===== src/rtl/ps2_key_decoder_if.sv =====
// PS/2 keyboard lines plus the decoded key-state outputs of ps2_key_decoder.
// slave is the decoder side; master is the keyboard/consumer side.
interface ps2_key_decoder_if;
   logic       ps2_clk;
   logic       ps2_data;
   logic [7:0] scan_code;
   logic       scan_valid;
   logic       frame_err;
   logic       ps2_left;
   logic       ps2_right;
   logic [1:0] ps2_mode;

   modport slave (
      input  ps2_clk, ps2_data,
      output scan_code, scan_valid, frame_err, ps2_left, ps2_right, ps2_mode
   );

   modport master (
      output ps2_clk, ps2_data,
      input  scan_code, scan_valid, frame_err, ps2_left, ps2_right, ps2_mode
   );
endinterface


===== src/rtl/ps2_key_decoder.sv =====
// PS/2 receiver: synchronize and filter the keyboard lines, assemble 11-bit frames,
// then track make/break/extended prefixes into held-key and mode outputs.
module ps2_key_decoder #(
   parameter int FILTER_LEN     = 8,
   parameter int TIMEOUT_CYCLES = 50000
) (
   input  logic               clk,
   input  logic               rst,
   ps2_key_decoder_if.slave   bus
);

   localparam int FW = $clog2(FILTER_LEN + 1);
   localparam int TW = $clog2(TIMEOUT_CYCLES + 1);
   localparam logic [FW-1:0] F_LAST = FW'(FILTER_LEN - 1);
   localparam logic [FW-1:0] F_ONE  = FW'(1);
   localparam logic [TW-1:0] T_LAST = TW'(TIMEOUT_CYCLES - 1);
   localparam logic [TW-1:0] T_ONE  = TW'(1);

   typedef enum logic [1:0] {S_IDLE, S_DATA, S_PARITY, S_STOP} state_e;

   function automatic logic frame_odd(input logic [8:0] v);
      return ^v;
   endfunction

   logic          clk_s1_q, clk_s2_q, dat_s1_q, dat_s2_q;
   logic          filt_q, filt_d;
   logic [FW-1:0] fcnt_q, fcnt_d;
   logic          fall;
   state_e        state_q, state_d;
   logic [2:0]    bcnt_q, bcnt_d;
   logic [7:0]    shift_q, shift_d;
   logic          par_q, par_d;
   logic [TW-1:0] tcnt_q, tcnt_d;
   logic [7:0]    code_q, code_d;
   logic          valid_q, valid_d;
   logic          err_q, err_d;
   logic          brk_q, brk_d;
   logic          ext_q, ext_d;
   logic          key_a_q, key_a_d;
   logic          key_la_q, key_la_d;
   logic          key_d_q, key_d_d;
   logic          key_ra_q, key_ra_d;
   logic [1:0]    mode_q, mode_d;

   always_comb begin
      filt_d   = filt_q;
      fcnt_d   = fcnt_q;
      fall     = 1'b0;
      state_d  = state_q;
      bcnt_d   = bcnt_q;
      shift_d  = shift_q;
      par_d    = par_q;
      tcnt_d   = tcnt_q;
      code_d   = code_q;
      valid_d  = 1'b0;
      err_d    = 1'b0;
      brk_d    = brk_q;
      ext_d    = ext_q;
      key_a_d  = key_a_q;
      key_la_d = key_la_q;
      key_d_d  = key_d_q;
      key_ra_d = key_ra_q;
      mode_d   = mode_q;

      // Filtered clock flips on the FILTER_LEN-th consecutive differing sample.
      if (clk_s2_q != filt_q) begin
         if (fcnt_q == F_LAST) begin
            filt_d = clk_s2_q;
            fcnt_d = '0;
            fall   = filt_q;
         end else begin
            fcnt_d = fcnt_q + F_ONE;
         end
      end else begin
         fcnt_d = '0;
      end

      case (state_q)
         S_IDLE: begin
            tcnt_d = '0;
            if (fall && !dat_s2_q) begin
               state_d = S_DATA;
               bcnt_d  = '0;
            end
         end
         S_DATA: begin
            if (fall) begin
               shift_d = {dat_s2_q, shift_q[7:1]};
               bcnt_d  = bcnt_q + 3'd1;
               if (bcnt_q == 3'd7) state_d = S_PARITY;
            end
         end
         S_PARITY: begin
            if (fall) begin
               par_d   = dat_s2_q;
               state_d = S_STOP;
            end
         end
         S_STOP: begin
            if (fall) begin
               state_d = S_IDLE;
               if (dat_s2_q && frame_odd({shift_q, par_q})) begin
                  code_d  = shift_q;
                  valid_d = 1'b1;
                  if (shift_q == 8'hF0) begin
                     brk_d = 1'b1;
                  end else if (shift_q == 8'hE0) begin
                     ext_d = 1'b1;
                  end else begin
                     case ({ext_q, shift_q})
                        9'h01C: key_a_d  = !brk_q;
                        9'h16B: key_la_d = !brk_q;
                        9'h023: key_d_d  = !brk_q;
                        9'h174: key_ra_d = !brk_q;
                        9'h016: if (!brk_q) mode_d = 2'd1;
                        9'h01E: if (!brk_q) mode_d = 2'd2;
                        9'h026: if (!brk_q) mode_d = 2'd3;
                        9'h076: if (!brk_q) mode_d = 2'd0;
                        default: ;
                     endcase
                     brk_d = 1'b0;
                     ext_d = 1'b0;
                  end
               end else begin
                  err_d = 1'b1;
                  brk_d = 1'b0;
                  ext_d = 1'b0;
               end
            end
         end
         default: state_d = S_IDLE;
      endcase

      // A stalled frame is silently dropped; prefix flags survive.
      if (state_q != S_IDLE) begin
         if (fall) begin
            tcnt_d = '0;
         end else if (tcnt_q == T_LAST) begin
            state_d = S_IDLE;
            tcnt_d  = '0;
         end else begin
            tcnt_d = tcnt_q + T_ONE;
         end
      end
   end

   always_ff @(posedge clk) begin
      if (rst) begin
         clk_s1_q <= 1'b1;
         clk_s2_q <= 1'b1;
         dat_s1_q <= 1'b1;
         dat_s2_q <= 1'b1;
         filt_q   <= 1'b1;
         fcnt_q   <= '0;
         state_q  <= S_IDLE;
         bcnt_q   <= '0;
         tcnt_q   <= '0;
         code_q   <= 8'h00;
         valid_q  <= 1'b0;
         err_q    <= 1'b0;
         brk_q    <= 1'b0;
         ext_q    <= 1'b0;
         key_a_q  <= 1'b0;
         key_la_q <= 1'b0;
         key_d_q  <= 1'b0;
         key_ra_q <= 1'b0;
         mode_q   <= 2'd0;
      end else begin
         clk_s1_q <= bus.ps2_clk;
         clk_s2_q <= clk_s1_q;
         dat_s1_q <= bus.ps2_data;
         dat_s2_q <= dat_s1_q;
         filt_q   <= filt_d;
         fcnt_q   <= fcnt_d;
         state_q  <= state_d;
         bcnt_q   <= bcnt_d;
         tcnt_q   <= tcnt_d;
         code_q   <= code_d;
         valid_q  <= valid_d;
         err_q    <= err_d;
         brk_q    <= brk_d;
         ext_q    <= ext_d;
         key_a_q  <= key_a_d;
         key_la_q <= key_la_d;
         key_d_q  <= key_d_d;
         key_ra_q <= key_ra_d;
         mode_q   <= mode_d;
      end
   end

   // Frame shift register and parity bit are pure datapath.
   always_ff @(posedge clk) begin
      shift_q <= shift_d;
      par_q   <= par_d;
   end

   assign bus.scan_code  = code_q;
   assign bus.scan_valid = valid_q;
   assign bus.frame_err  = err_q;
   assign bus.ps2_left   = key_a_q | key_la_q;
   assign bus.ps2_right  = key_d_q | key_ra_q;
   assign bus.ps2_mode   = mode_q;

endmodule


===== src/flat_wrapper.sv =====
// flat-port wrapper written by rule: the top's interface ports become plain ports
module ps2_key_decoder_flat 
#(
   parameter int FILTER_LEN     = 8,
   parameter int TIMEOUT_CYCLES = 50000
)
  (clk, rst, bus_ps2_clk, bus_ps2_data, bus_scan_code, bus_scan_valid, bus_frame_err, bus_ps2_left, bus_ps2_right, bus_ps2_mode);
  ps2_key_decoder_if bus_i ();
  input  logic clk;
  input  logic rst;
  input wire logic [$bits(bus_i.ps2_clk)-1:0] bus_ps2_clk;
  input wire logic [$bits(bus_i.ps2_data)-1:0] bus_ps2_data;
  output wire logic [$bits(bus_i.scan_code)-1:0] bus_scan_code;
  output wire logic [$bits(bus_i.scan_valid)-1:0] bus_scan_valid;
  output wire logic [$bits(bus_i.frame_err)-1:0] bus_frame_err;
  output wire logic [$bits(bus_i.ps2_left)-1:0] bus_ps2_left;
  output wire logic [$bits(bus_i.ps2_right)-1:0] bus_ps2_right;
  output wire logic [$bits(bus_i.ps2_mode)-1:0] bus_ps2_mode;
  assign bus_i.ps2_clk = bus_ps2_clk;
  assign bus_i.ps2_data = bus_ps2_data;
  assign bus_scan_code = bus_i.scan_code;
  assign bus_scan_valid = bus_i.scan_valid;
  assign bus_frame_err = bus_i.frame_err;
  assign bus_ps2_left = bus_i.ps2_left;
  assign bus_ps2_right = bus_i.ps2_right;
  assign bus_ps2_mode = bus_i.ps2_mode;
  ps2_key_decoder #(.FILTER_LEN(FILTER_LEN), .TIMEOUT_CYCLES(TIMEOUT_CYCLES)) u_core (.clk(clk), .rst(rst), .bus(bus_i));
endmodule

===== config.mk =====
export PLATFORM = sky130hd
export DESIGN_NAME = ps2_key_decoder_flat
export DESIGN_NICKNAME = d
export VERILOG_FILES = /design/src/rtl/ps2_key_decoder_if.sv /design/src/rtl/ps2_key_decoder.sv /design/src/flat_wrapper.sv
export SDC_FILE = /design/constraint.sdc
export NUM_CORES = 1
export LEC_CHECK = 0
export ABC_AREA = 1
export BUFFER_PORTS_ARGS = -buffer_cell sky130_fd_sc_hd__buf_4
export CAP_MARGIN = 20
export CORE_ASPECT_RATIO = 0.5
export CORE_MARGIN = 1.5
export CORE_UTILIZATION = 49
export DETAILED_ROUTE_END_ITERATION = 10
export PLACE_DENSITY = 0.74
export SYNTH_ARGS = -nofsm -noshare
export SYNTH_HDL_FRONTEND = slang
export SYNTH_SLANG_ARGS = --single-unit

===== constraint.sdc =====
create_clock -name clk -period 2.37 [get_ports clk]
set_clock_uncertainty 0.1 [all_clocks]
set_input_delay 0.3555 -clock clk [delete_from_list [all_inputs] [get_ports clk]]
set_output_delay 0.3555 -clock clk [all_outputs]
set_load 0.01 [all_outputs]

==> results by group <==
Yosys
  • Syn Inst Count: 388
  • Top_reg_cell synth: dfxtp_1
  • Synthesis-stage register bit count: 57
  • Post-synth EDFFs: 9
  • Asr flop ratio synth: 0
  • Avg Inst Size Synth: 7.18 sq um
  • Sequential share of the synthesized area: 0.442
  • Mapped Area: 2790 sq um
  • Syn Nets: 396
  • Distinct cell type count after synthesis: 34
  • Yosys warns: 0

Drt
  • DRC errors left: 0
  • Wire per inst: 11.5 um
  • Vias per cell: 5.07
  • Starting DRC count in detailed routing: 132
  • Pre-antenna DRT Iters: 4
  • Total Wirelength: 5.63 mm
  • Via count: 2480
  • Post-route ant nets: 0

Final layout
  • Post-route cell area: 3320 sq um
  • Layout cells sized above 1: 0.130
  • Area Growth Syn to Fin: 19.3%
  • Fin nets: 419
  • Fillers: 457
  • Multi-input logic area: 1310 sq um
  • Post-Layout Cell Count: 489
  • Register Area: 1230 sq um
  • ANT cells: 0

Global routing
  • Total GRT Usage: 0.202
  • Vias in the first global route: 2306
  • Initial antenna violation count: 0
  • First-pass GRT wire length: 9.62 mm
  • Overflow after GRT: 0
  • Largest net degree at the start of global routing: 19

Timing
  • RSZ-0062 raised after global routing: no
  • Final Critical Period: 2.14 ns
  • Sum Neg Setup Slack: 0 ns
  • Post-route setup slack: 0.232 ns
  • Final Slew Violations: 0
  • Final hold vios: 0
  • Hold Slack: 0.114 ns
  • Fmax: 468 MHz
  • Worst-Margin Slew: 0.550 ns
  • Final Setup Violations: 0
  • Period utilization: 0.902
  • Slew HR: 0.631

Die
  • Site Rows: 19
  • Die width: 110 um
  • Starting Density: 0.507
  • Die area: 6170 sq um
  • I/O pin count: 18
  • Core Footprint: 5490 sq um
  • Height of the die: 56.3 um

Critical path
  • Reg2Reg Setup Slack: 0.23 ns
  • Critical path type: flop to flop
  • Worst setup EP type: flop
  • Capturing point of the worst reg2reg path: u_core.tcnt_q[10]$_SDFF_PP0_
  • Crit path from: u_core.fcnt_q[0]$_SDFF_PP0_
  • WP data required: 2.52 ns
  • Critical path peak fanout: 12
  • Worst R2R Start: u_core.fcnt_q[0]$_SDFF_PP0_
  • WP data arrival: 2.29 ns
  • Crit path launch type: flop
  • Worst setup endpoint: u_core.tcnt_q[10]$_SDFF_PP0_
  • Worst R2R Path Depth: 10

Status
  • Status: completed

Clocking
  • Clk_lat worst skew: 0.32 ns
  • CTS tree: yes
  • Num Clock Sinks: 57
  • Post-CTS sizing: 0
  • Hold_buf cts: 0
  • Clock root cell: clkbuf_16
  • Post-CTS Setup Inserts: 0
  • Num CTS Buffers: 9
  • Max clock buf depth: 2
  • H-tree Lvls: 3
  • Clk slew on worst S/H paths: 0.05 ns

Placement
  • Inst Count DP: 473
  • GP Congestion: 0.840
  • Port buffer count: 17
  • Hpwl dp: 3.92 mm
  • Setup WS pre-CTS: 0.290 ns
  • Placed cell areas: 2970 sq um

Worst hold path
  • Worst hold path type: input pin to flop

Power
  • Lkg Pwr: 1.45 nW
  • Pwr per Cell Area: 745 nW/um^2
  • VDD IR-drop max: 446 uV

Run
  • Number of max-cap violations: 0
layer usage:
metal  vias to the layer above  wire length [um]  GRT usage
met4                         0                45     0.0779
met5                         -                 0          0
li1                       1283                 -          -
met2                        58              2790      0.343
met3                         5               264     0.0720
met1                      1134              2540      0.233
state kept, by name (all words and copies together), names as in the netlist, 2 cells and up:
name,flops
u_core.tcnt_q,16
u_core.bus.scan_code,8
u_core.shift_q,8
u_core.fcnt_q,4
u_core.bcnt_q,3
u_core.bus.ps2_mode,2
u_core.state_q,2
power by group:
group          leakage [nW]  switching, mW  internal (mW)
combinational         0.807         0.0114        0.00703
clock                 0.171          0.426           1.04
sequential            0.468        0.00423          0.985
critical path: stages (launching register included):
cell      delay [ns]
dfxtp_1         0.33
ha_1            0.24
nand2_1         0.10
inv_1           0.08
nand2_2         0.13
inv_2           0.12
a211oi_1        0.23
nand2_1         0.30
inv_1           0.21
o21ai_0         0.10
a21oi_1         0.13
logic make-up after synthesis:
kind of cell             share of synthesized area
AND/OR/NAND/NOR                              0.371
buffers and inverters                       0.0872
flip-flops                                   0.442
AO/OA/AOI/OAI                               0.0566
XOR/XNOR                                    0.0252
adder cells (fa/ha/maj)                     0.0180
worst min-delay path by stage:
stage,cells past startpoint,startpoint,slack (ns),end
detailed placement,1,u_core.dat_s1_q$_SDFF_PP1_,0.30,u_core.dat_s2_q$_SDFF_PP1_
global route,2,bus_ps2_data,0.11,u_core.dat_s1_q$_SDFF_PP1_
floorplan,1,u_core.clk_s1_q$_SDFF_PP1_,0.29,u_core.clk_s2_q$_SDFF_PP1_
CTS,2,bus_ps2_data,0.11,u_core.dat_s1_q$_SDFF_PP1_
global placement,1,u_core.dat_s1_q$_SDFF_PP1_,0.30,u_core.dat_s2_q$_SDFF_PP1_
finish,2,bus_ps2_data,0.11,u_core.dat_s1_q$_SDFF_PP1_
cell usage in the layout (no fill, tap or decap), types with 4 or more instances in the layout:
cell type  count
nand2_1       88
nor2_1        71
inv_1         49
dfxtp_1       48
nand3_1       27
buf_4         18
nor3_1        12
a21oi_1       11
clkbuf_16     10
o21ai_0        9
edfxtp_1       9
nand4_1        8
nor4_1         5
or2_2          5
nand2_2        4
inv_2          4
xnor2_1        4
xor2_1         4
ha_1           4
cell usage after synthesis, types with 4 or more instances:
library cell	number	share of area
nand4_1	8	0.018
nor4_1	5	0.011
o21ai_0	9	0.016
xor2_1	4	0.013
inv_2	4	0.0054
or2_2	5	0.011
a21oi_1	11	0.020
inv_1	49	0.066
nand3_1	27	0.049
nor3_1	12	0.022
xnor2_1	4	0.013
nor2_1	71	0.096
nand2_2	4	0.0090
nand2_1	88	0.12
ha_1	4	0.018
dfxtp_1	48	0.35
edfxtp_1	9	0.097
stage by stage:
stage               utilization  power, mW
global route              0.605       2.55
detailed placement        0.541       1.03
floorplan                     -       1.02
global placement          0.541       1.03
CTS                       0.605       2.50
finish                    0.605       2.48
final cells by class:
type / count / area share
multi-input cells: 271 / 0.395
repair buffers: 18 / 0.0407
clock inverters: 3 / 0.0207
inverters: 54 / 0.0610
flip-flops and latches: 57 / 0.371
well taps: 73 / 0.0275
clock buffers: 13 / 0.0847
Power figures use the tool's default switching activity.
